## src/rtl/uart_transmitter.sv

```systemverilog
// uart_transmitter
//   Byte-oriented UART transmitter. A 4-entry FIFO sits in front of the
//   serial state machine. Frames are start bit, 8 data bits LSB first,
//   an optional even-parity bit, and a stop bit. There is no bypass path:
//   every byte goes through the FIFO. A byte pushed into an empty FIFO
//   while idle starts its start bit one clock after acceptance.
//   Queued bytes go out back-to-back with no idle gap between frames.
//
//   Build option: define UART_TX_PARITY_EN to insert the even-parity bit.
//   The frame is then 11 bits; otherwise it is 10 bits.
//
//   Parameters
//     BAUD_TICK_COUNT  clocks per bit minus one
//     FIFO_DEPTH       transmit FIFO entries (only 4 is supported)
//
//   Ports
//     clk         system clock, rising edge
//     rst         asynchronous active-high reset
//     tx_data     byte to send
//     tx_valid    tx_data offered this cycle
//     tx_ready    FIFO can accept a byte this cycle
//     uart_tx     serial line, idles high, driven from a flop
//     tx_busy     frame in progress or FIFO non-empty
//     tx_done     one-cycle pulse on the last clock of each stop bit
//     fifo_count  bytes currently held in the FIFO (0..4)
module uart_transmitter #(
  parameter logic [31:0] BAUD_TICK_COUNT = 32'd10416,
  parameter int          FIFO_DEPTH      = 4
) (
  input  logic       clk,
  input  logic       rst,
  input  logic [7:0] tx_data,
  input  logic       tx_valid,
  output logic       tx_ready,
  output logic       uart_tx,
  output logic       tx_busy,
  output logic       tx_done,
  output logic [2:0] fifo_count
);

  localparam logic [2:0] FULL_COUNT = 3'(FIFO_DEPTH);

  typedef enum logic [2:0] {
    IDLE,
    START,
    DATA,
    PARITY,
    STOP
  } state_t;

  state_t      state;
  logic [7:0]  mem [FIFO_DEPTH];
  logic [1:0]  wr_ptr;
  logic [1:0]  rd_ptr;
  logic [7:0]  head_byte;
  logic [7:0]  shift_reg;
  logic [2:0]  bit_idx;
  logic [31:0] baud_cnt;
  logic        push;
  logic        pop;
  logic        bit_end;
`ifdef UART_TX_PARITY_EN
  logic        parity_bit;
`endif

  // A full FIFO refuses the push even when a pop happens in the same cycle.
  assign tx_ready  = (fifo_count != FULL_COUNT);
  assign push      = tx_valid && tx_ready;
  assign bit_end   = (baud_cnt == 32'd0);
  // The FSM pops when idle, or at the end of a stop bit to chain frames.
  assign pop       = (fifo_count != 3'd0) &&
                     ((state == IDLE) || ((state == STOP) && bit_end));
  assign tx_busy   = (state != IDLE) || (fifo_count != 3'd0);
  assign head_byte = mem[rd_ptr];

  // FIFO control: 2-bit pointers wrap naturally from 3 to 0.
  always_ff @(posedge clk or posedge rst) begin
    if (rst) begin
      wr_ptr     <= 2'd0;
      rd_ptr     <= 2'd0;
      fifo_count <= 3'd0;
    end else begin
      if (push) wr_ptr <= wr_ptr + 2'd1;
      if (pop)  rd_ptr <= rd_ptr + 2'd1;
      case ({push, pop})
        2'b10:   fifo_count <= fifo_count + 3'd1;
        2'b01:   fifo_count <= fifo_count - 3'd1;
        default: fifo_count <= fifo_count;
      endcase
    end
  end

  // FIFO storage carries data only and needs no reset.
  always_ff @(posedge clk) begin
    if (push) mem[wr_ptr] <= tx_data;
  end

  // Serial FSM; all outputs registered.
  always_ff @(posedge clk or posedge rst) begin
    if (rst) begin
      state     <= IDLE;
      uart_tx   <= 1'b1;
      tx_done   <= 1'b0;
      baud_cnt  <= 32'd0;
      bit_idx   <= 3'd0;
      shift_reg <= 8'd0;
`ifdef UART_TX_PARITY_EN
      parity_bit <= 1'b0;
`endif
    end else begin
      tx_done <= 1'b0;
      if (state != IDLE) begin
        baud_cnt <= bit_end ? BAUD_TICK_COUNT : baud_cnt - 32'd1;
      end
      case (state)
        IDLE: begin
          uart_tx <= 1'b1;
          if (pop) begin
            shift_reg <= head_byte;
            baud_cnt  <= BAUD_TICK_COUNT;
            uart_tx   <= 1'b0;
            state     <= START;
          end
        end
        START: begin
          if (bit_end) begin
`ifdef UART_TX_PARITY_EN
            parity_bit <= ^shift_reg;
`endif
            uart_tx   <= shift_reg[0];
            shift_reg <= shift_reg >> 1;
            bit_idx   <= 3'd0;
            state     <= DATA;
          end
        end
        DATA: begin
          if (bit_end) begin
            if (bit_idx == 3'd7) begin
`ifdef UART_TX_PARITY_EN
              uart_tx <= parity_bit;
              state   <= PARITY;
`else
              uart_tx <= 1'b1;
              tx_done <= (BAUD_TICK_COUNT == 32'd0);
              state   <= STOP;
`endif
            end else begin
              bit_idx   <= bit_idx + 3'd1;
              uart_tx   <= shift_reg[0];
              shift_reg <= shift_reg >> 1;
            end
          end
        end
`ifdef UART_TX_PARITY_EN
        PARITY: begin
          if (bit_end) begin
            uart_tx <= 1'b1;
            tx_done <= (BAUD_TICK_COUNT == 32'd0);
            state   <= STOP;
          end
        end
`endif
        STOP: begin
          // Raise tx_done one edge early so it covers the final stop clock.
          if (baud_cnt == 32'd1) tx_done <= 1'b1;
          if (bit_end) begin
            if (pop) begin
              shift_reg <= head_byte;
              uart_tx   <= 1'b0;
              state     <= START;
            end else begin
              state <= IDLE;
            end
          end
        end
        default: begin
          uart_tx <= 1'b1;
          state   <= IDLE;
        end
      endcase
    end
  end

endmodule

```

## config.mk

```make
export PLATFORM = sky130hd
export DESIGN_NAME = uart_transmitter
export DESIGN_NICKNAME = d
export VERILOG_FILES = /design/src/rtl/uart_transmitter.sv
export SDC_FILE = /design/constraint.sdc
export NUM_CORES = 1
export LEC_CHECK = 0
export ABC_AREA = 1
export CORE_ASPECT_RATIO = 0.7
export CORE_UTILIZATION = 45
export CTS_CLUSTER_DIAMETER = 150
export DETAILED_ROUTE_END_ITERATION = 10
export MAX_ROUTING_LAYER = met4
export PLACE_DENSITY_LB_ADDON = 0.2
export SLEW_MARGIN = 20
export SYNTH_ARGS = -nofsm -noshare
export SYNTH_HDL_FRONTEND = slang
export SYNTH_SLANG_ARGS = --single-unit
```

## constraint.sdc

```tcl
create_clock -name clk -period 2.15 [get_ports clk]
set_input_delay 0.215 -clock clk [delete_from_list [all_inputs] [get_ports clk]]
set_output_delay 0.215 -clock clk [all_outputs]
set_load 0.01 [all_outputs]
```

==> impl_metrics.ini, run 1 <==
[run_status]
status = completed

[power_and_ir_drop]
p_int_w = 0.00389
p_switching_w = 0.00263
power_w = 0.00651
clkPwrFrac_pct = 22.1
power.density_nw_per_um2 = 1180
p_leak_nw = 2.57
swShare_pct = 40.3
p_seq_share_pct = 35.1
p_comb_share_pct = 42.7
peakVddDrop_mv = 0.631

[worst_setup_path]
cp_max_fo = 2
critical_path_required_ps = 2380
start_kind = register
crit_chain = nor2_2, nand2_2, nor2_4, nand2_4, o21ai_4, nand2_4, inv_4, ha_4, inv_2, fa_2, a21oi_2, o21ai_1, xnor2_1
crit_top_cell = nand2_4
slowest_delay_ps = 390
crit_type = register to register
cp_slowest_cell = dfrtp_1
cp-end-kind = register
crit_arrival_ps = 2370
reg2reg_slack_ps = 7

[place]
port_buffers = 17
dpl.hpwl_um = 7600
gp_congestion = 0.890
dp_slack_ps = -3.83
placed_cell_area_um2 = 5200

[die]
die_width_um = 121
rows = 29
chipHeight_um = 85.3
io_pins = 18
initial_utilization_pct = 47.8
die-area_um2 = 10300
core-area_um2 = 9330

[timing]
worst_pin_slew_ps = 594
setup_viol_count_final = 0
max-slew-margin-rel_pct = 60.4
fin_crit_ps = 2140
hold_violations = 0
fmax_mhz = 467
clock_skew_ps = 7.66
slew_violations = 0
rsz0062_at_grt = true
fin_ws_ps = 7.28
min_period_over_period_pct = 99.7

[final_layout]
multi_input_comb_area_um2 = 1930
num-fill-cells = 824
final_nets = 614
antennaDiodeCount = 0
ff_latch_area_um2 = 2340
area_growth_pct = 24.2
drive_above_1_share_pct = 20.1
fin_area_um2 = 5540

[logic_synthesis]
netlist_instances = 513
synth-seq-area-share_pct = 52.4
synth.distinct_cells = 33
synth_fp_nets = 535
netlist_area_um2 = 4460
ys_ff_latch = 87
yosysWarningCount = 0
avgSynthCellArea_um2 = 8.69

[drt]
dr.pass1.iters = 5
drtAntennaViolNets = 0
drcViolationCount = 0
via_count = 3653
drt-wirelength-per-cell_um = 14.7
via_per_inst = 5.07
drt_iter0_drc = 334
routed_wl_um = 10600

[clock_tree]
clock-sinks = 87
hold_buffers = 0
root_buffer = clkbuf_16
clkTransAtPathRegs_ps = 60
clk_path_buf_depth = 2
cts_tree = built
numCtsBuffers = 9
cts_max_level = 3
clock_latency_ps = 340

[grt]
grt_start_max_net_pins = 56
grt_pass1_wl_um = 17600
grt_pass1_vias = 3454
globalRoute.totalOverflow = 0
grt_usage_pct = 23.6
antenna_found_initial = 0

[flow_run]
maxCapViolCount = 0

[min_path]
hp-class = input port to async pin
==> critical path, delay by kind of cell, from the launching register on <==
family / cells / cell delay [ps]
compound gates: 3 / 370
xor+xnor: 1 / 120
fa+ha+maj: 2 / 470
buf+inv: 2 / 100
flops: 1 / 390
simple gates: 5 / 570
==> power by group through the flow <==
stage	logic [W]	clock network [W]	registers, W
floorplan	0.00171	0	0.00228
global placement	0.00260	0	0.00230
detailed placement	0.00267	0	0.00230
CTS	0.00269	0.00147	0.00228
global route	0.00311	0.00154	0.00232
finish	0.00278	0.00144	0.00229
==> cell families (layout without fill, tap and decap cells) <==
family / Yosys count / count (layout) / synth area share, %
AOI/OAI and AO/OA: 70 / 70 / 8.67
xor gates and xnor gates: 19 / 19 / 3.73
adders and majority gates: 11 / 11 / 3.25
buffers and inverters: 64 / 148 / 5.58
DFF: 87 / 87 / 52.4
and+or+nand+nor: 262 / 262 / 26.3
==> what timing repair did <==
item | CTS | global route
pin swaps | 0 | 6
resized for setup | 3 | 16
setup endpoints to repair | 2 | 8
gates cloned | 0 | 0
buffers inserted | 0 | 1
==> cell usage after synthesis, drive strengths merged <==
cell,instances,area [um^2]
a21oi,9,45.0
a221oi,1,8.76
a31oi,1,6.26
buf,7,35.0
clkbuf,2,7.51
clkinv,1,3.75
dfrtp,54,1350
dfstp,1,26.3
edfxtp,32,961
fa,1,20.0
ha,10,125
inv,54,203
nand2,126,519
nand3,31,155
nand3b,2,15.0
nand4,9,56.3
nor2,87,389
nor3,5,25.0
nor4,1,6.26
nor4b,1,8.76
o21ai,45,236
o21bai,2,15.0
o22ai,12,75.1
xnor2,5,43.8
xor2,14,123
==> cell type report <==
type	count	area share (%)
multi-input combinational	362	34.8
tap	124	2.80
timing repair buffer	77	11.4
inverter	55	3.77
clock inverter	6	0.791
clock buffer	10	4.13
sequential	87	42.2
==> metal layers <==
| metal | wire, um | track usage [%] | vias to the layer above | share of wire [%] |
|---|---|---|---|---|
| met1 | 5530 | 35.5 | 1701 | 52 |
| met3 | 716 | 7.12 | 11 | 6.8 |
| li1 | - | - | 1830 | - |
| met4 | 116 | 6.29 | 0 | 1.1 |
| met5 | 0 | - | - | 0 |
| met2 | 4210 | 30.2 | 111 | 40 |
==> path summary, 6_finish.rpt <==
path / startpoint / endpoint / cells past startpoint
max: baud_cnt[13] / fifo_count[2] / 13
min: rst / baud_cnt[12] / 3
max reg2reg: baud_cnt[13] / fifo_count[2] / 13
min reg2reg: uart_tx / uart_tx / 2
max in group asynchronous: rst / uart_tx / 3
min in group clk: uart_tx / uart_tx / 2
==> layout by cell type (no fill, tap or decap), types with 5 or more instances in the layout <==
cell type and n:
o22ai_1 12, nor2_1 66, clkdlybuf4s50_1 17, xor2_1 14, edfxtp_1 32, nand2_2 7, nand4_1 9, buf_4 59
nor2_2 16, xnor2_1 5, nand3_1 31, ha_1 8, nand2_1 115, dfrtp_1 54, nor3_1 5, nor2_4 5
inv_1 47, inv_2 7, o21ai_0 40, a21oi_1 8, clkbuf_16 9
==> per-stage QoR <==
stage	hold slack [ps]	setup TNS [ps]	util [%]	instances
detailed placement	457	-3.83	55.8	704
global route	269	-119	59.4	721
CTS	266	-7.33	58.8	720
finish	246	0	59.4	721
global placement	453	0	55.8	704
floorplan	314	-80.5	-	513
Note: power is estimated with default switching activity, not from simulation.
==> inputs of run 2 (changes only) <==
--- a/config.mk
+++ b/config.mk
@@ -7,9 +7,11 @@
 export LEC_CHECK = 0
 export ABC_AREA = 1
 export CORE_ASPECT_RATIO = 0.7
+export CORE_MARGIN = 1.5
 export CORE_UTILIZATION = 45
 export CTS_CLUSTER_DIAMETER = 150
 export DETAILED_ROUTE_END_ITERATION = 10
+export GPL_TIMING_DRIVEN = 0
 export MAX_ROUTING_LAYER = met4
 export PLACE_DENSITY_LB_ADDON = 0.2
 export SLEW_MARGIN = 20
==> impl_metrics.ini, run 2 (synthesized netlist as in run 1, its figures left out) <==
[run_status]
status = finished with violations
violations = setup timing

[timing]
timing.hold.ws_ps = 328
setup_viol_count_final = 1
clock_skew_ps = 6.72
worst_pin_slew_ps = 871
slew_violations = 0
fin_crit_ps = 2170
min_period_over_period_pct = 101
fmax_mhz = 460
rsz0062_at_grt = true
max-slew-margin-rel_pct = 41.7
hold_violations = 0
fin_ws_ps = -24.4

[grt]
globalRoute.totalOverflow = 0
grt_pass1_vias = 3276
grt_pass1_wl_um = 16500
grt_usage_pct = 21.1
grt_start_max_net_pins = 56
antenna_found_initial = 0

[drt]
met2WireLength_um = 4030
top_layer = met4
routed-wl-met3_um = 409
dr.pass1.iters = 4
routed_wl_um = 10000
drt_iter0_drc = 211
wl_met1_um = 5500
drtAntennaViolNets = 0
via_per_inst = 5.02
via_count = 3539
drcViolationCount = 0
drt-wirelength-per-cell_um = 14.2

[worst_setup_path]
slowest_delay_ps = 440
crit_chain = nor2_4, nand2_1, nor2_2, nand2_2, o21ai_4, nand2_4, clkinv_4, ha_4, inv_2, fa_2, a21oi_2, o21ai_1, xnor2_1
cp_max_fo = 4
reg2reg_slack_ps = -20
cp-end-kind = register
path_buf_inv = 2
crit_type = register to register
reg2reg_from = baud_cnt[29]
path_depth = 13
start_kind = register
crit_family = simple AND/OR/NAND/NOR gates
crit_arrival_ps = 2400
critical_path_required_ps = 2370
cp_slowest_cell = dfrtp_1
reg2reg_depth = 13
r2r_end = fifo_count[2]

[power_and_ir_drop]
p_leak_nw = 2.47
peakVddDrop_mv = 0.580
power_w = 0.00654
power.density_nw_per_um2 = 1210

[final_layout]
final_common_cell = nand2_1
layout_common_cells = nand2_1, nor2_1, dfrtp_1, inv_1, o21ai_0
drive_above_1_share_pct = 18.2
final_nets = 594
antennaDiodeCount = 0
area_growth_pct = 21.6
finish.utilization_pct = 56.2

[die]
chipHeight_um = 86.3
die-area_um2 = 10500
rows = 30
core-area_um2 = 9650
io_pins = 18
initial_utilization_pct = 46.2
die_width_um = 122

[clock_tree]
clk_path_buf_depth = 2
hold_buffers = 0
numCtsBuffers = 9
cts_tree = built
root_buffer = clkbuf_16
clkTransAtPathRegs_ps = 70
cts_max_level = 3
clock-sinks = 87
clock_latency_ps = 340

[place]
gp_congestion = 0.827
dpl.hpwl_um = 6760
port_buffers = 17

[flow_run]
maxCapViolCount = 0

[min_path]
hp-class = input port to async pin
run 2: changes by cell type in the layout (fill, tap and decap cells not counted), moves of 2 or more:
cell	previous run	this run
nor2_2	16	12
inv_2	7	5
nor2_1	66	64
buf_4	59	32
nor2_4	5	11
dfrtp_1	54	51
buf_2	0	6
dfrtp_2	0	3
run 2: final cells by class:
cell class | instances | area, um^2
plain buffers | 9 | 45.0
fillers | 866 | 4220
multi-input cells | 362 | 1960
repair buffers | 48 | 402
clock inverters | 7 | 71.3
clock buffers | 9 | 225
flip-flops and latches | 87 | 2340
well taps | 128 | 160
inverters | 55 | 216
run 2: worst max-delay path by stage:
stage	from	end
after global placement	rst	baud_cnt[4]
final	baud_cnt[29]	fifo_count[2]
after CTS	baud_cnt[9]	fifo_count[2]
after detailed placement	baud_cnt[20]	fifo_count[2]
after global routing	baud_cnt[25]	fifo_count[2]
after floorplan	baud_cnt[20]	fifo_count[2]
run 2: layer usage:
layer	track usage [%]	vias to the layer above
met2	28.7	56
met4	6.31	0
met5	-	-
met3	3.75	5
li1	-	1795
met1	32.0	1683
run 2: what timing repair did:
item,CTS,global route
setup buffers,22,9
resized for setup,23,10
pin swaps,15,11
endpoints found under the setup margin,3,19
cloned,0,0
run 2: report_power, final:
group	internal [W]	total [W]	switching, W	leakage, nW
Sequential	0.00209	0.00228	0.000188	0.994
Clock	0.000903	0.00156	0.000659	0.140
Combinational	0.000960	0.00269	0.00173	1.34
run 2: through the flow:
stage / TNS (ps) / instance area (um^2) / cells / setup WS, ps
2_1_floorplan: -80.5 / 4470 / 513 / -80.5
3_3_place_gp: -30410 / 4800 / 658 / -555
3_5_place_dp: -704 / 4800 / 658 / -392
4_1_cts: -49.7 / 5320 / 696 / -49.7
5_1_grt: -217 / 5420 / 705 / -149
6_report: -24.4 / 5420 / 705 / -24.4
run 2: worst reg2reg max path, stage by stage, from the launching register on:
cell,delay [ps]
dfrtp_1,440
nor2_4,150
nand2_1,80
nor2_2,120
nand2_2,100
o21ai_4,220
nand2_4,90
clkinv_4,60
ha_4,110
inv_2,40
fa_2,340
a21oi_2,120
o21ai_1,80
xnor2_1,120
